## config.mk

```make
export PLATFORM = sky130hd
export DESIGN_NAME = cp0_int_timer
export DESIGN_NICKNAME = d
export VERILOG_FILES = /design/src/rtl/cp0_int_timer.sv
export SDC_FILE = /design/constraint.sdc
export NUM_CORES = 1
export LEC_CHECK = 0
export ABC_AREA = 1
export CAP_MARGIN = 30
export CORE_ASPECT_RATIO = 1.4
export CORE_MARGIN = 4
export CORE_UTILIZATION = 57
export CTS_BUF_LIST = sky130_fd_sc_hd__clkbuf_8 sky130_fd_sc_hd__clkbuf_16
export CTS_CLUSTER_DIAMETER = 100
export DETAILED_ROUTE_END_ITERATION = 10
export PLACE_DENSITY = 0.81
export SETUP_SLACK_MARGIN = 0.3
export SLEW_MARGIN = 20
export SYNTH_ARGS = -nofsm -noshare
export SYNTH_HDL_FRONTEND = slang
export SYNTH_SLANG_ARGS = --single-unit
```

## constraint.sdc

```tcl
create_clock -name CLK -period 1.8 [get_ports CLK]
set_clock_uncertainty 0.05 [all_clocks]
set_input_delay 0.18 -clock CLK [delete_from_list [all_inputs] [get_ports CLK]]
set_output_delay 0.18 -clock CLK [all_outputs]
set_load 0.005 [all_outputs]
```

## src/rtl/cp0_int_timer.sv

```systemverilog
// cp0_int_timer -- coprocessor 0 interrupt and timer unit.
//
// This unit holds the free-running Count register and N_TIMERS Compare
// channels, each with its own pending bit. It also holds Status (IM/EXL/IE),
// the two software interrupt bits of Cause, and synchronisers for the
// external interrupt lines. From this state it produces a prioritised
// interrupt request for the exception unit.
//
// Optional build macro:
//   CP0_COUNT_HALF_RATE_EN  Count advances every second cycle. A toggle
//                           flop gates the increment, and a Count write
//                           clears the toggle.
//
// Ports:
//   CLK, RESET_N   clock, asynchronous active-low reset
//   WE             MTC0 write strobe for register IDX/SEL
//   IDX, SEL       CP0 register number / select (SEL picks compare channel)
//   WD             write data
//   RD             combinational read data for IDX/SEL
//   HW_INT         asynchronous level interrupt lines
//   IEN_WB         writeback holds a real instruction; interrupts are
//                  blocked on bubbles
//   E_ENTER, ERET  exception entry / return this cycle
//   EXL            exception level
//   INT_REQ        interrupt request
//   INT_CODE       highest pending unmasked IP index (7 = highest priority)
module cp0_int_timer #(
  parameter int N_TIMERS    = 2,
  parameter int N_HW_INT    = 6,
  parameter int SYNC_STAGES = 2
) (
  input  logic                                       CLK,
  input  logic                                       RESET_N,
  input  logic                                       WE,
  input  logic [4:0]                                 IDX,
  input  logic [2:0]                                 SEL,
  input  logic [31:0]                                WD,
  output logic [31:0]                                RD,
  input  logic [((N_HW_INT > 0) ? N_HW_INT : 1)-1:0] HW_INT,
  input  logic                                       IEN_WB,
  input  logic                                       E_ENTER,
  input  logic                                       ERET,
  output logic                                       EXL,
  output logic                                       INT_REQ,
  output logic [2:0]                                 INT_CODE
);

  localparam int         HW_W        = (N_HW_INT > 0) ? N_HW_INT : 1;
  localparam logic [4:0] IDX_COUNT   = 5'd9;
  localparam logic [4:0] IDX_COMPARE = 5'd11;
  localparam logic [4:0] IDX_STATUS  = 5'd12;
  localparam logic [4:0] IDX_CAUSE   = 5'd13;
  localparam logic [4:0] IDX_PEND    = 5'd22;

  logic [31:0]         count_q;
  logic [31:0]         cmp_q [N_TIMERS];
  logic [N_TIMERS-1:0] pend_q;
  logic [N_TIMERS-1:0] pend_d;
  logic [7:0]          im_q;
  logic                ie_q;
  logic                exl_q;
  logic [1:0]          sw_ip_q;
  logic [HW_W-1:0]     sync_q [SYNC_STAGES];

  logic                wr_count;
  logic                wr_status;
  logic                wr_cause;
  logic                wr_pend;
  logic [N_TIMERS-1:0] wr_cmp;
  logic                ti;
  logic [7:0]          ip;
  logic [7:0]          masked;
  logic [7:0]          pend8;
  logic [31:0]         cmp_rd;

  assign wr_count  = WE && (IDX == IDX_COUNT);
  assign wr_status = WE && (IDX == IDX_STATUS);
  assign wr_cause  = WE && (IDX == IDX_CAUSE);
  assign wr_pend   = WE && (IDX == IDX_PEND);

  // A compare write with SEL beyond the last channel matches no channel,
  // so the write is dropped.
  always_comb begin
    wr_cmp = '0;
    for (int k = 0; k < N_TIMERS; k++) begin
      wr_cmp[k] = WE && (IDX == IDX_COMPARE) && (SEL == 3'(k));
    end
  end

`ifdef CP0_COUNT_HALF_RATE_EN
  logic tog_q;

  always_ff @(posedge CLK or negedge RESET_N) begin
    if (!RESET_N) begin
      count_q <= '0;
      tog_q   <= 1'b0;
    end else if (wr_count) begin
      count_q <= WD;
      tog_q   <= 1'b0;
    end else begin
      tog_q <= ~tog_q;
      if (tog_q) begin
        count_q <= count_q + 32'd1;
      end
    end
  end
`else
  always_ff @(posedge CLK or negedge RESET_N) begin
    if (!RESET_N) begin
      count_q <= '0;
    end else if (wr_count) begin
      count_q <= WD;
    end else begin
      count_q <= count_q + 32'd1;
    end
  end
`endif

  always_ff @(posedge CLK or negedge RESET_N) begin
    if (!RESET_N) begin
      for (int k = 0; k < N_TIMERS; k++) begin
        cmp_q[k] <= 32'hFFFF_FFFF;
      end
    end else begin
      for (int k = 0; k < N_TIMERS; k++) begin
        if (wr_cmp[k]) begin
          cmp_q[k] <= WD;
        end
      end
    end
  end

  // Pend priority, weakest first: W1C, then a Count/Compare match, then
  // the clear caused by re-arming the channel through a Compare write.
  always_comb begin
    pend_d = pend_q;
    for (int k = 0; k < N_TIMERS; k++) begin
      if (wr_pend && WD[k]) begin
        pend_d[k] = 1'b0;
      end
      if (count_q == cmp_q[k]) begin
        pend_d[k] = 1'b1;
      end
      if (wr_cmp[k]) begin
        pend_d[k] = 1'b0;
      end
    end
  end

  always_ff @(posedge CLK or negedge RESET_N) begin
    if (!RESET_N) begin
      pend_q <= '0;
    end else begin
      pend_q <= pend_d;
    end
  end

  // Exception entry overrides return, and both override a Status write.
  always_ff @(posedge CLK or negedge RESET_N) begin
    if (!RESET_N) begin
      im_q    <= '0;
      ie_q    <= 1'b0;
      exl_q   <= 1'b1;
      sw_ip_q <= '0;
    end else begin
      if (wr_status) begin
        im_q <= WD[15:8];
        ie_q <= WD[0];
      end
      if (E_ENTER) begin
        exl_q <= 1'b1;
      end else if (ERET) begin
        exl_q <= 1'b0;
      end else if (wr_status) begin
        exl_q <= WD[1];
      end
      if (wr_cause) begin
        sw_ip_q <= WD[9:8];
      end
    end
  end

  always_ff @(posedge CLK or negedge RESET_N) begin
    if (!RESET_N) begin
      for (int i = 0; i < SYNC_STAGES; i++) begin
        sync_q[i] <= '0;
      end
    end else begin
      sync_q[0] <= HW_INT;
      for (int i = 1; i < SYNC_STAGES; i++) begin
        sync_q[i] <= sync_q[i-1];
      end
    end
  end

  assign ti = |pend_q;

  // The timer shares IP[7] with the top hardware line.
  always_comb begin
    ip = {6'b0, sw_ip_q};
    for (int j = 0; j < N_HW_INT; j++) begin
      ip[2+j] = sync_q[SYNC_STAGES-1][j];
    end
    ip[7] = ip[7] | ti;
  end

  assign masked  = ip & im_q;
  assign INT_REQ = ie_q & ~exl_q & IEN_WB & (|masked);
  assign EXL     = exl_q;

  // Ascending scan, so the highest set index is the last to assign.
  always_comb begin
    INT_CODE = '0;
    for (int b = 0; b < 8; b++) begin
      if (masked[b]) begin
        INT_CODE = 3'(b);
      end
    end
  end

  always_comb begin
    pend8                 = '0;
    pend8[N_TIMERS-1:0]   = pend_q;
  end

  always_comb begin
    cmp_rd = '0;
    for (int k = 0; k < N_TIMERS; k++) begin
      if (SEL == 3'(k)) begin
        cmp_rd = cmp_q[k];
      end
    end
  end

  always_comb begin
    RD = '0;
    case (IDX)
      IDX_COUNT:   RD = count_q;
      IDX_COMPARE: RD = cmp_rd;
      IDX_STATUS:  RD = {16'b0, im_q, 6'b0, exl_q, ie_q};
      IDX_CAUSE:   RD = {1'b0, ti, 14'b0, ip, 8'b0};
      IDX_PEND:    RD = {24'b0, pend8};
      default:     RD = '0;
    endcase
  end

endmodule

```

# --- Yosys cells after proc, flatten, opt, wreduce, memory -nomap -nowiden ---
# Index checks and enable logic that the tools add are counted.
# Widths: inputs -> output; s select.
totals:
  reg_bits: 122
  wordCells: 61
op_classes:
  addsub: 1
  n_eq_ne: 8
  mux: 20
  bitwise_logic: 6
  n_reduce_logical: 15
ops:
  columns: ["cell", "count"]
  rows:
  - ["$pmux 32 s5", 1]
  - ["$mux 32", 3]
  - ["$eq 32x32->1", 2]
  - ["$add 32x1->32 const B", 1]
  - ["$eq 5x4->1 const B", 4]
  - ["$mux 3", 6]
  - ["$mux 1", 10]
  - ["$logic_and 1x1->1", 9]
  - ["$reduce_bool 3->1", 3]
  - ["$and 8x8->8", 1]
  - ["$reduce_or 8->1", 1]
  - ["$eq 5x5->1 const B", 1]
  - ["$and 1x1->1", 3]
  - ["$eq 3x1->1 const B", 1]
  - ["$logic_not 3->1", 1]
  - ["$reduce_or 2->1", 1]
  - ["$not 1->1", 1]
  - ["$or 1x1->1", 1]

# --- Logic depth before layout (Yosys ltp) ---
# Gate-level depths: netlist of run 1.
logic_depth:
  ltp_word: 10
  depth_mapped: 12

# --- Least setup slack after synthesis of run 1 ---
# Ideal clock, no wire load.
synth_timing:
  path_kind: "reg2reg"
  from: "register count_q[1]"
  to: "register count_q[30]"
  t_arrival_ns: 1.414
  required_time_ns: 1.634
  setup_slack_ns: 0.219
  stages_incl_launch_ff: 11
  path_buffers: 1
  cell_sequence: "dfrtp_1 > ha_1 > nand3_2 > nor2_1 > and3_1 > buf_2 > nand2_1 > nand2_1 > nand2_1 > nand2_1 > nand2_1"
synth_via:
  elab_chain_cells: 2
synth_lines:
  columns: ["element", "line", "rtl"]
  rows:
  - ["start: declaration", "55", "logic [31:0] count_q;"]
  - ["start signal: assignment", "114", "count_q <= count_q + 32'd1;"]
  - ["$add 32x1->32", "114", null]
  - ["$mux 32", "111", "end else if (wr_count) begin"]
# No other way between the ends.
# A chain may end at the register's enable or synchronous reset.

# --- Worst setup path after layout of run 1 ---
layout_timing:
  from: "register count_q[29]"
  to: "register count_q[30]"
# The elaborated chain is that of the path after synthesis.

==> results of run 1 <==
-- cell usage in the layout, fill, tap and decap left out, types with 24 or more instances in the layout --
cell type        count
nand2_1            303
buf_4              103
inv_1               77
dfstp_2             65
o21ai_0             61
nand2_2             53
o21ai_1             48
clkdlybuf4s50_1     42
xnor2_1             40
dfrtp_1             38
buf_2               38
buf_6               38
inv_2               32
nor2_4              24
-- routing by layer --
metal  up-vias  track usage [%]  part of all wire, %
met4         0             28.3                   12
met2      1014             63.7                   44
li1       3581                -                    -
met3       403             8.22                   13
met5         -                0                    0
met1      4157             37.5                   30
-- where the power goes --
| part | switching (W) | total (W) | internal (W) |
|---|---|---|---|
| Combinational | 0.00226 | 0.00392 | 0.00166 |
| Sequential | 0.000576 | 0.00376 | 0.00318 |
| Clock | 0.00144 | 0.00379 | 0.00236 |
| Total | 0.00427 | 0.0115 | 0.00720 |
-- through the flow --
| step | worst slack (ns) | TNS, ns | utilization, % | area [um^2] | total power [W] |
|---|---|---|---|---|---|
| 2_1_floorplan | 0.266 | 0 | - | 7370 | 0.00507 |
| 3_3_place_gp | -0.460 | -24.79 | 69.8 | 8720 | 0.00588 |
| 3_5_place_dp | -0.465 | -27.77 | 69.8 | 8720 | 0.00595 |
| 4_1_cts | -0.0319 | -0.0331 | 81.5 | 10200 | 0.0101 |
| 5_1_grt | -0.257 | -0.691 | 88.4 | 11000 | 0.0117 |
| 6_report | -0.226 | -0.582 | 88.4 | 11000 | 0.0115 |
-- how the worst max path moves through the flow --
stage / startpoint / to / slack (ns)
2_1_floorplan: count_q[1] / count_q[30] / 0.27
3_3_place_gp: IDX[0] / RD[3] / -0.46
3_5_place_dp: IDX[0] / RD[28] / -0.47
4_1_cts: sync_q[5] / RD[15] / -0.03
5_1_grt: count_q[29] / count_q[30] / -0.26
6_report: count_q[29] / count_q[30] / -0.23
-- registers in the layout, summed over array words and instances (netlist names) --
register  flops
sync_q        7
im_q          8
count_q      32
cmp_q        64
ip            5
ie_q          1
EXL           1
sw_ip_q       2
pend_q        2
-- repair_timing --
action                                  in CTS  in global routing
endpoints found under the setup margin     130                 69
setup buffers                               64                 42
cloned                                       2                  0
gates resized for setup                    331                165
hold buffers                                 1                  0
hold endpoints to repair                    18                  0
pin swaps                                   88                101
-- Yosys cell counts, drive strengths merged --
cell / instances / area share [%]
nand2: 362 / 19
o21ai: 126 / 8.9
inv: 113 / 5.8
dfstp: 65 / 23
nor2: 64 / 4.1
dfrtp: 57 / 19
xnor2: 51 / 6.1
buf: 36 / 2.9
nand3: 24 / 2.0
a22o: 20 / 2.4
xor2: 17 / 2.0
nor3: 14 / 1.2
clkbuf: 7 / 0.41
o22ai: 7 / 0.60
nand4: 6 / 0.51
a21oi: 5 / 0.34
o2111ai: 5 / 0.60
and3: 2 / 0.17
o31ai: 2 / 0.20
a21boi: 1 / 0.10
a31oi: 1 / 0.085
ha: 1 / 0.17
nand3b: 1 / 0.10
o211ai: 1 / 0.10
o21bai: 1 / 0.10
-- worst reg2reg max path: stages, from the launching register on --
cell and delay [ns]:
dfrtp_2 0.52, inv_1 0.19, nor3_2 0.47, nand2_1 0.20
nor2_2 0.16, nand2_1 0.06, nand2_1 0.06, nand2_1 0.06
nand2_1 0.07, nand2_1 0.07
-- cell type report --
type                            instances  share of cell area, %
Inverter                              113                   4.00
Clock buffer                           18                   3.98
Clock inverter                         14                   1.78
Tap cell                              150                   1.70
Timing Repair Buffer                  247                   20.3
Sequential cell                       122                   28.6
Timing Repair inverter                  1                 0.0793
Multi-Input combinational cell        711                   39.5
-- cells by family after synthesis --
group / synth area share (%)
AOI/OAI and AO/OA: 13.4
xor gates and xnor gates: 8.10
adders and majority gates: 0.170
buffers and inverters: 9.12
DFF: 42.6
and+or+nand+nor: 26.5
==> flow_metrics.py, run 1 <==
metrics = {
    "layout": {
        "multi_input_area_mm2": 0.00437,
        "seqCellArea_mm2": 0.00316,
        "fin_cells": 1376,
        "final_nets": 1266,
        "synthToLayoutAreaGrowth_pct": 50.2,
        "n_antenna_cell": 0,
        "drive_gt1_share_pct": 43.4,
        "fillers": 547,
    },
    "worst_setup_path": {
        "critPathKind": "flip-flop to flip-flop",
        "cp_num_buf_inv": 1,
        "crit_chain": "inv_1, nor3_2, nand2_1, nor2_2, nand2_1, nand2_1, nand2_1, nand2_1, nand2_1",
        "crit_slowest_cell": "dfrtp_2",
        "startpoint_type": "flip-flop",
        "crit_arrival_ns": 2.30,
        "worstPathMaxFanout": 5,
        "worst_r2r_endpoint": "count_q[30]",
        "r2r_cells": 9,
        "worstPathRequired_ns": 2.07,
        "cp_common_cell": "nand2_1",
        "cp.depth": 9,
        "max_stage_delay_ns": 0.52,
        "reg2reg_slack_ns": -0.23,
        "path_delay_family": "simple AND/OR/NAND/NOR gates",
        "r2r-start": "count_q[29]",
        "end_kind": "flip-flop",
    },
    "clock_network": {
        "cts.path.max_buffers": 2,
        "cts_tree": "built",
        "root_buffer": "clkbuf_16",
        "clk_pin_slew_ns": 0.06,
        "htree_levels": 4,
        "cts_buffers": 17,
        "clk_latency_ns": 0.44,
        "cts_sinks": 122,
    },
    "sta": {
        "period_needed_ns": 2.03,
        "worst_slew_pin_slew_ns": 0.645,
        "finalMaxSlewViolations": 0,
        "finalSetupViolations": 8,
        "fmax_mhz": 494,
        "hold-worst-slack_ns": 0.135,
        "finalHoldViolCount": 0,
        "maxSlewHeadroom_pct": 56.9,
        "rsz0062_at_grt": "yes",
        "finalWorstSetupSlack_ns": -0.226,
        "fin_crit_sh_pct": 113,
    },
    "floorplan": {
        "die_y_um": 142,
        "initial_core_util_pct": 58.8,
        "core-area_mm2": 0.0125,
        "die_w_um": 104,
        "rows": 48,
        "ioPinCount": 89,
        "die-area_mm2": 0.0148,
    },
    "routing": {
        "via_per_inst": 6.65,
        "wl_per_cell_um": 25.4,
        "drt_wl_total_um": 35000,
        "drc": 0,
        "postRouteAntennaNets": 0,
        "drt_iter0_drc": 1282,
        "num_vias": 9155,
        "drtPass1Iterations": 6,
    },
    "yosys": {
        "syn_area_mm2": 0.00735,
        "netlist_instances": 989,
        "synth_cell_type_count": 39,
        "syn-num-nets": 1042,
        "yosys_warnings": 0,
        "synth-seq-cells": 122,
        "syn_area_per_cell_um2": 7.43,
        "ys_seq_area_share_pct": 42.6,
    },
    "job": {
        "maxCapViolCount": 0,
    },
    "pwr": {
        "vdd_drop_max_uv": 839,
        "p_per_area_mw_per_mm2": 1040,
        "total_leakage_power_nw": 4.91,
    },
    "min_path": {
        "holdPathStages": 1,
        "min_from": "HW_INT[3]",
        "min_to": "sync_q[9]",
        "hp-class": "input pin to flip-flop",
    },
    "placement": {
        "place_congestion": 0.965,
        "placedCellCount": 1235,
        "dp.final_hpwl_um": 15800,
        "port-buffer-count": 88,
    },
    "global_routing": {
        "grt_overflow": 0,
        "grt_pass1_wl_um": 42000,
        "grt_max_degree": 66,
        "antenna_found_initial": 0,
        "track_usage_pct": 36.3,
        "grt_pass1_vias": 8331,
    },
    "outcome": {
        "violations": "setup timing",
        "status": "finished with violations",
    },
}
Note: power is estimated with default switching activity, not from simulation.
==> inputs of run 2 (changes only) <==
CORE_UTILIZATION = 40   (was 57)
PLACE_DENSITY = default   (was 0.81)
==> run 2 against run 1 <==
Net effect:
- the run still ends with setup timing left
- sequential power shrank 4%
- utilization down 27 points
- critical endpoint is now RD[15]
- register-to-register slack gained 0.42 ns
- worst setup slack better by 0.18 ns
==> flow_metrics.py, run 2 (synthesis results as in run 1) <==
metrics = {
    "outcome": {
        "status": "finished with violations",
        "violations": "setup timing",
    },
    "layout": {
        "final_nets": 1265,
        "n_antenna_cell": 0,
        "synthToLayoutAreaGrowth_pct": 50.0,
        "largest_register_ffs": 64,
        "final_cell_mix": "nand2_1 (318), buf_4 (105), inv_1 (83)",
        "drive_gt1_share_pct": 40.2,
        "top_regs": "cmp_q: 64 flops, count_q: 32 flops, im_q: 8 flops",
        "fillers": 1619,
        "final_common_cell": "nand2_1",
        "final_util_pct": 61.3,
        "regMostFlops": "cmp_q",
    },
    "routing": {
        "drt_wl_total_um": 24500,
        "num_vias": 7388,
        "postRouteAntennaNets": 0,
        "drt_iter0_drc": 418,
        "drc": 0,
        "wl_per_cell_um": 16.7,
        "drtPass1Iterations": 4,
        "via_per_inst": 5.04,
    },
    "pwr": {
        "total_leakage_power_nw": 4.91,
        "p_per_area_mw_per_mm2": 968,
        "vdd_drop_max_uv": 694,
        "power_w": 0.0107,
    },
    "placement": {
        "port-buffer-count": 88,
        "place_congestion": 0.926,
        "dp.final_hpwl_um": 16700,
        "pre_cts_ws_ns": -0.574,
    },
    "sta": {
        "finalHoldViolCount": 0,
        "hold-worst-slack_ns": 0.147,
        "maxSlewHeadroom_pct": 64.3,
        "finalMaxSlewViolations": 0,
        "finalSetupViolations": 2,
        "rsz0062_at_grt": "yes",
        "worst_slew_pin_slew_ns": 0.535,
        "fin_crit_sh_pct": 103,
        "fmax_mhz": 542,
        "finalWorstSetupSlack_ns": -0.0453,
        "period_needed_ns": 1.85,
    },
    "worst_setup_path": {
        "startpoint_type": "flip-flop",
        "max_stage_delay_ns": 0.44,
        "cp_num_buf_inv": 1,
        "critPathKind": "flip-flop to output port",
        "r2r-start": "count_q[0]",
        "crit_chain": "o31ai_2, o21ai_2, a21oi_2, o21ai_2, buf_2",
        "worstPathMaxFanout": 4,
        "crit_arrival_ns": 1.62,
        "critPathLaunch": "pend_q[0]",
        "cp_common_cell": "o21ai_2",
        "crit_slowest_cell": "dfrtp_2",
        "end_kind": "output port",
        "worstPathRequired_ns": 1.57,
        "path_delay_family": "compound AO/OA/AOI/OAI gates",
    },
    "floorplan": {
        "die_y_um": 168,
        "rows": 58,
        "core-area_mm2": 0.0180,
        "die_w_um": 123,
        "die-area_mm2": 0.0206,
        "initial_core_util_pct": 40.8,
        "ioPinCount": 89,
    },
    "min_path": {
        "hp-class": "input pin to flip-flop",
        "min_from": "HW_INT[4]",
    },
    "global_routing": {
        "track_usage_pct": 24.2,
        "grt_overflow": 0,
        "grt_pass1_wl_um": 38500,
        "grt_max_degree": 62,
        "antenna_found_initial": 0,
        "grt_pass1_vias": 7376,
    },
    "clock_network": {
        "htree_levels": 4,
        "cts_buffers": 17,
        "clk_latency_ns": 0.42,
        "clk_pin_slew_ns": 0.06,
        "cts_sinks": 122,
        "root_buffer": "clkbuf_16",
        "cts.path.max_buffers": 2,
        "cts_tree": "built",
    },
    "job": {
        "maxCapViolCount": 0,
    },
}
## run 2: changes by cell type in the layout (fill, tap and decap cells not counted), sizes merged
cell,previous run,this run
buf,197,200
clkbuf,19,24
clkdlybuf4s15,3,4
clkinvlp,5,0
dlygate4sd2,3,0
inv,117,115
## run 2: path summary, 6_finish.rpt
check | endpoint | slack, ns | depth (start not counted)
worst max-delay path | RD[15] | -0.05 | 5
worst min-delay path | sync_q[10] | 0.15 | 1
worst max register to register | count_q[29] | 0.19 | 8
worst min register to register | sync_q[5] | 0.29 | 0
max in group asynchronous | cmp_q[11] | 1.08 | 3
min in group asynchronous | count_q[27] | 0.27 | 3
## run 2: through the flow
| step | setup TNS (ns) | cells | cell area, um^2 |
|---|---|---|---|
| final | -0.0464 | 1465 | 11000 |
| after global routing | -0.229 | 1465 | 11000 |
| after CTS | -0.151 | 1448 | 10600 |
| after detailed placement | -25.80 | 1334 | 8940 |
| after global placement | -24.05 | 1334 | 8940 |
| after floorplan | 0 | 989 | 7370 |
## run 2: area by class of cell
type | count | area [um^2] | area share (%)
Multi-Input combinational cell | 711 | 4210 | 38.2
Clock buffer | 24 | 522 | 4.73
Tap cell | 240 | 300 | 2.72
Inverter | 113 | 437 | 3.96
Sequential cell | 122 | 3160 | 28.6
Clock inverter | 8 | 138 | 1.25
Timing Repair Buffer | 247 | 2260 | 20.5
## run 2: metal layers
metal / routed length, um / GRT usage, %
met5: 0 / 0
met4: 1160 / 12.0
met1: 9220 / 27.2
met3: 1040 / 4.50
met2: 13100 / 43.1
## run 2: report_power, final
group / leakage (nW) / internal (W) / switching (W) / total (W)
Combinational: 3.24 / 0.00156 / 0.00171 / 0.00326
Clock: 0.335 / 0.00256 / 0.00123 / 0.00379
Sequential: 1.34 / 0.00318 / 0.000438 / 0.00362
Total: 4.91 / 0.00730 / 0.00337 / 0.0107
## run 2: timing repair
action                                  in CTS  in global routing
gates resized for setup                    369                 87
pin swaps                                   99                 54
hold buffers                                 1                  0
gates cloned                                 3                  0
setup buffers                               78                 17
endpoints found under the hold margin       57                  0
endpoints found under the setup margin      85                 66
